**src/rtl/quadra_seq_pkg.sv**
```systemverilog
// Shared types and widths for the quadratic-interpolation sequencer.
// Holds the FSM state enum and the result saturation helper.
package quadra_seq_pkg;

   localparam int X1_W      = 7;
   localparam int X2_W      = 17;
   localparam int COEF_W    = 32;
   localparam int Y_W       = 32;
   localparam int MUL_LAT_D = 2;
   localparam int ACC_W     = COEF_W + 2;
   localparam int MB_W      = X2_W + 1;
   localparam int PROD_W    = ACC_W + MB_W;

   typedef logic [X1_W-1:0]          x1_t;
   typedef logic [X2_W-1:0]          x2_t;
   typedef logic signed [COEF_W-1:0] coef_t;
   typedef coef_t                    a_t;
   typedef coef_t                    b_t;
   typedef coef_t                    c_t;
   typedef logic signed [Y_W-1:0]    y_t;
   typedef logic signed [ACC_W-1:0]  acc_t;
   typedef logic signed [MB_W-1:0]   mb_t;
   typedef logic signed [PROD_W-1:0] prod_t;

   typedef enum logic [2:0] {
      IDLE,
      FETCH,
      M1,
      M2,
      DONE
   } state_t;

   typedef struct packed {
      logic sat;
      y_t   y;
   } res_t;

   // In range iff all bits from the Y sign bit upward agree.
   function automatic res_t saturate(input acc_t v);
      res_t r;
      logic [ACC_W-Y_W:0] top;
      top = v[ACC_W-1:Y_W-1];
      if ((&top) || !(|top)) begin
         r.sat = 1'b0;
         r.y   = v[Y_W-1:0];
      end else begin
         r.sat = 1'b1;
         r.y   = v[ACC_W-1] ? {1'b1, {(Y_W-1){1'b0}}}
                            : {1'b0, {(Y_W-1){1'b1}}};
      end
      return r;
   endfunction

endpackage

```
**src/rtl/quadra_seq_mul.sv**
```systemverilog
// Pipelined signed multiplier, LAT register stages, no handshake.
// Shared by both Horner steps of the sequencer.
module quadra_seq_mul
   import quadra_seq_pkg::*;
#(
   parameter int LAT = MUL_LAT_D
) (
   input  logic  clk,
   input  logic  rst_n,
   input  acc_t  a,
   input  mb_t   b,
   output prod_t p
);

   prod_t pipe [LAT];

   always_ff @(posedge clk or negedge rst_n) begin
      if (!rst_n) begin
         for (int i = 0; i < LAT; i++) pipe[i] <= '0;
      end else begin
         pipe[0] <= prod_t'(a) * prod_t'(b);
         for (int i = 1; i < LAT; i++) pipe[i] <= pipe[i-1];
      end
   end

   assign p = pipe[LAT-1];

endmodule

```
**src/rtl/quadra_seq.sv**
```systemverilog
// Sequencer evaluating y = (a*x2 + b)*x2 + c on one shared multiplier.
// One operation in flight; coefficients come from an external LUT.
module quadra_seq
   import quadra_seq_pkg::*;
#(
   parameter int MUL_LAT = MUL_LAT_D
) (
   input  logic                 clk,
   input  logic                 rst_n,
   input  logic                 in_valid,
   output logic                 in_ready,
   input  logic [X1_W+X2_W-1:0] in_x,
   output x1_t                  lut_x1,
   input  a_t                   lut_a,
   input  b_t                   lut_b,
   input  c_t                   lut_c,
   output logic                 out_valid,
   input  logic                 out_ready,
   output y_t                   out_y,
   output logic                 out_sat,
   output logic                 busy
);

   localparam int CNT_W = $clog2(MUL_LAT + 1);

   state_t           state;
   state_t           state_nx;
   x1_t              x1_q;
   x2_t              x2_q;
   acc_t             acc;
   acc_t             b_q;
   acc_t             c_q;
   logic [CNT_W-1:0] cnt;
   logic             last;
   prod_t            prod;
   acc_t             step;
   res_t             res;
   y_t               y_q;
   logic             sat_q;

   quadra_seq_mul #(.LAT(MUL_LAT)) u_mul (
      .clk   (clk),
      .rst_n (rst_n),
      .a     (acc),
      .b     ({1'b0, x2_q}),
      .p     (prod)
   );

   assign last = (cnt == CNT_W'(MUL_LAT));
   assign step = acc_t'(prod >>> X2_W) + ((state == M1) ? b_q : c_q);
   assign res  = saturate(step);

   always_ff @(posedge clk or negedge rst_n) begin
      if (!rst_n) state <= IDLE;
      else        state <= state_nx;
   end

   always_comb begin
      state_nx = state;
      unique case (state)
         IDLE:    if (in_valid)  state_nx = FETCH;
         FETCH:                  state_nx = M1;
         M1:      if (last)      state_nx = M2;
         M2:      if (last)      state_nx = DONE;
         DONE:    if (out_ready) state_nx = IDLE;
         default:                state_nx = IDLE;
      endcase
   end

   always_ff @(posedge clk or negedge rst_n) begin
      if (!rst_n) begin
         x1_q  <= '0;
         x2_q  <= '0;
         acc   <= '0;
         b_q   <= '0;
         c_q   <= '0;
         cnt   <= '0;
         y_q   <= '0;
         sat_q <= 1'b0;
      end else begin
         unique case (state)
            IDLE: begin
               if (in_valid) begin
                  x1_q <= in_x[X2_W +: X1_W];
                  x2_q <= in_x[X2_W-1:0];
               end
            end
            FETCH: begin
               acc <= acc_t'(lut_a);
               b_q <= acc_t'(lut_b);
               c_q <= acc_t'(lut_c);
               cnt <= '0;
            end
            M1, M2: begin
               if (last) begin
                  acc <= step;
                  cnt <= '0;
               end else begin
                  cnt <= cnt + 1'b1;
               end
            end
            default: ;
         endcase
         // Result is latched once and held through any output stall.
         if (state == M2 && last) begin
            y_q   <= res.y;
            sat_q <= res.sat;
         end
      end
   end

   assign in_ready  = rst_n && (state == IDLE);
   assign lut_x1    = x1_q;
   assign out_valid = (state == DONE);
   assign out_y     = y_q;
   assign out_sat   = sat_q;
   assign busy      = (state != IDLE);

endmodule

```
**config.mk**
```make
export PLATFORM = sky130hd
export DESIGN_NAME = quadra_seq
export DESIGN_NICKNAME = d
export VERILOG_FILES = /design/src/rtl/quadra_seq_pkg.sv /design/src/rtl/quadra_seq_mul.sv /design/src/rtl/quadra_seq.sv
export SDC_FILE = /design/constraint.sdc
export NUM_CORES = 2
export LEC_CHECK = 0
export ABC_AREA = 1
export CAP_MARGIN = 30
export CELL_PAD_IN_SITES_DETAIL_PLACEMENT = 0
export CELL_PAD_IN_SITES_GLOBAL_PLACEMENT = 1
export CORE_MARGIN = 4
export CORE_UTILIZATION = 40
export CTS_CLUSTER_SIZE = 12
export DETAILED_ROUTE_END_ITERATION = 7
export DONT_BUFFER_PORTS = 1
export GPL_TIMING_DRIVEN = 1
export PLACE_DENSITY_LB_ADDON = 0.1
export SYNTH_ARGS = -nofsm -noshare
export SYNTH_HDL_FRONTEND = slang
export SYNTH_SLANG_ARGS = --single-unit
export TNS_END_PERCENT = 1
```
**constraint.sdc**
```tcl
create_clock -name clk -period 5.68 [get_ports clk]
set_input_delay 0.284 -clock clk [delete_from_list [all_inputs] [get_ports clk]]
set_output_delay 0.284 -clock clk [all_outputs]
set_load 0.1 [all_outputs]
```
==> results_dict.tcl <==
set metrics [dict create \
    max_freq_ghz 0.177 \
    grt_pass1_wl_um 152000 \
    synth_area_leaders "fa_1 (35%), dfrtp_1 (18%), nand2_1 (14%)" \
    tightest_slew_ns 1.33 \
    cts.sinks 228 \
    slowest_stage "fa_1" \
    synthToLayoutAreaGrowth_pct 22.4 \
    final_cells 5297 \
    grt_pass1_vias 26500 \
    crit_buf_inv 8 \
    place.gp.congestion 0.875 \
    ys_types 46 \
    synthFlopType "dfrtp_1" \
    ctsHtreeMaxLevel 1 \
    vias_per_cell 4.67 \
    critical_path.cell_chain "buf_12, buf_16, nand2_1, inv_1, fa_1, inv_1, fa_2, fa_1, inv_1, fa_1, fa_1, inv_1, fa_1, inv_1, ha_4, a21o_1, a31oi_4, o21a_1, nand2_2, a21oi_2, buf_4, nor2_1, nor2_1, xnor2_1" \
    end_kind "flip-flop" \
    std_cell_rows 102 \
    synth_top_cell_by_area "fa_1" \
    final-hold-violation-count 0 \
    clk_latency_ns 0.63 \
    synth_area_per_cell_um2 7.94 \
    final_nets 5046 \
    cts_buffer_depth 3 \
    drt-pass1-iter-count 5 \
    reg2regPathDepth 24 \
    die_x_um 288 \
    status "completed" \
    die_height_um 288 \
    numPortBuffers 0 \
    slew_violations 0 \
    die_area_mm2 0.0827 \
    startpoint "x2_q[4]" \
    worst_clock_skew_ns 0.0570 \
    grt_antenna_before_repair 9 \
    synth.cell_area_mm2 0.0313 \
    hold_class "in -> reg" \
    rrSetupSlack_ns 0.03 \
    initial_core_util_pct 40.4 \
    cp.required_ns 6.18 \
    rr_endpoint "u_mul.pipe[93]" \
    grt_usage_pct 23.5 \
    ant_nets 0 \
    worst-path-max-fanout 10 \
    async_reset_ff_share_pct 100 \
    clkTransAtPathRegs_ns 0.07 \
    worst-setup-path-type "reg -> reg" \
    cts_tree "built" \
    route.detailed.drc 0 \
    pin_count 167 \
    nFillCells 7723 \
    postPlaceCellArea_mm2 0.0348 \
    core_mm2 0.0775 \
    hold_ws_ns 0.0150 \
    max_slew_margin_pct 11.2 \
    syn_inst 3940 \
    drv_cap 0 \
    grt_overflow 0 \
    hpwlAfterDp_um 79100 \
    numCtsBuffers 31 \
    finish.utilization_pct 49.4 \
    ys_seq_area_share_pct 18.2 \
    grt_max_degree 229 \
    drive_above_1_share_pct 16.0 \
    min_period_over_period_pct 99.5 \
    drt_wl_total_um 96500 \
    r2r-start "x2_q[4]" \
    cts_root_buf "clkbuf_16" \
    vias 24700 \
    cpLargestDelayFamily "adder cells" \
    dp.cells 5104 \
    yosys_register_bits 228 \
    crit_end "u_mul.pipe[93]" \
    synth_edf_count 0 \
    setup_viol 0 \
    syn_nets 4758 \
    crit_cells 24 \
    drt_iter0_markers 1232 \
    critPathLaunchType "flip-flop" \
    critPathArrivalTime_ns 6.16 \
    ys_warn_count 0 \
    wl_per_cell_um 18.2 \
    synth_top_area_share_pct 34.9 \
    final_area_mm2 0.0383 \
    max_stage_delay_ns 0.51 \
    rsz0062_at_grt "yes" \
    period_minus_slack_ns 5.65 \
]
stage by stage:
step           setup TNS, ns  setup slack, ns
3_5_place_dp           -4.26           -0.358
2_1_floorplan              0          0.00551
5_1_grt                -4.01           -0.202
6_report                   0           0.0265
3_3_place_gp           -3.65           -0.331
4_1_cts               -0.406          -0.0602
cell type report:
type	instances	area, um2	share of cell area, %
multi-input combinational	2549	22200	58.1
sequential	228	5720	14.9
timing repair buffer	436	4320	11.3
inverter	982	3690	9.62
tap	1040	1300	3.40
clock buffer	39	836	2.18
clock inverter	18	198	0.516
antenna	5	12.5	0.0327
layer usage:
| layer | vias up | GRT usage, % | share of wire [%] | wire (um) |
|---|---|---|---|---|
| met2 | 401 | 41.4 | 49 | 47300 |
| met5 | - | 0 | 0.013 | 13 |
| met4 | 2 | 3.85 | 1.9 | 1860 |
| met1 | 12300 | 32.4 | 45 | 43900 |
| met3 | 113 | 1.84 | 3.5 | 3400 |
| li1 | 11900 | - | - | - |
synth_stat cells (all sizes together), types with 10 or more instances:
| master | count |
|---|---|
| a21oi | 111 |
| fa | 545 |
| o21a | 13 |
| a31oi | 16 |
| o21ai | 81 |
| nand2 | 1233 |
| nand3 | 55 |
| nor3 | 13 |
| mux2 | 55 |
| xnor2 | 28 |
| dfrtp | 228 |
| buf | 26 |
| xor2 | 44 |
| ha | 149 |
| a21o | 10 |
| nor2 | 163 |
| inv | 980 |
| clkbuf | 155 |
what timing repair did:
item                                    in CTS  in global routing
buffers inserted                             5                  9
gates resized for setup                     99                165
cloned                                       1                  4
endpoints found under the setup margin      32                 32
pin swaps                                   25                 77
hold endpoints to repair                   338                  0
hold buffers                               112                  0
kinds of logic after synthesis:
family | after synthesis | synth area share [%]
and+or+nand+nor | 1482 | 18.5
buffers and inverters | 1163 | 14.1
adders and majority gates | 694 | 40.8
AOI/OAI and AO/OA | 246 | 4.33
DFF | 228 | 18.2
xor gates and xnor gates | 72 | 2.02
muxes | 55 | 1.98
state kept, by name, summed over array words and instances (netlist names):
name	count
u_mul.p	34
b_q	32
out_y	32
c_q	32
state	3
x2_q	17
out_sat	1
lut_x1	7
cnt	2
acc	34
u_mul.pipe	34
cell usage in the layout, fill, tap and decap left out, drive strengths merged, types with 3 or more instances in the layout:
cell type,n
a21o,10
a21oi,111
a31oi,16
and2,3
and3,5
buf,322
clkbuf,42
clkinv,5
clkinvlp,5
dfrtp,228
diode,5
dlygate4sd3,111
fa,545
ha,149
inv,988
mux2,55
nand2,1233
nand3,55
nand4,6
nor2,163
nor3,13
o21a,13
o21ai,81
o21bai,6
xnor2,28
xor2,44
worst min path at each step:
stage | start | to | slack (ns) | depth (start not counted)
global route | lut_a[11] | acc[11] | 0.0008 | 2
global placement | rst_n | b_q[29] | -0.006 | 0
floorplan | rst_n | acc[0] | -0.01 | 0
CTS | lut_a[11] | acc[11] | 0.004 | 2
finish | lut_a[15] | acc[15] | 0.01 | 2
detailed placement | rst_n | b_q[29] | -0.004 | 0
Power is left out: the tool's default activity adds up to more than one toggle a clock period on the data nets, which glitch-free logic cannot reach.
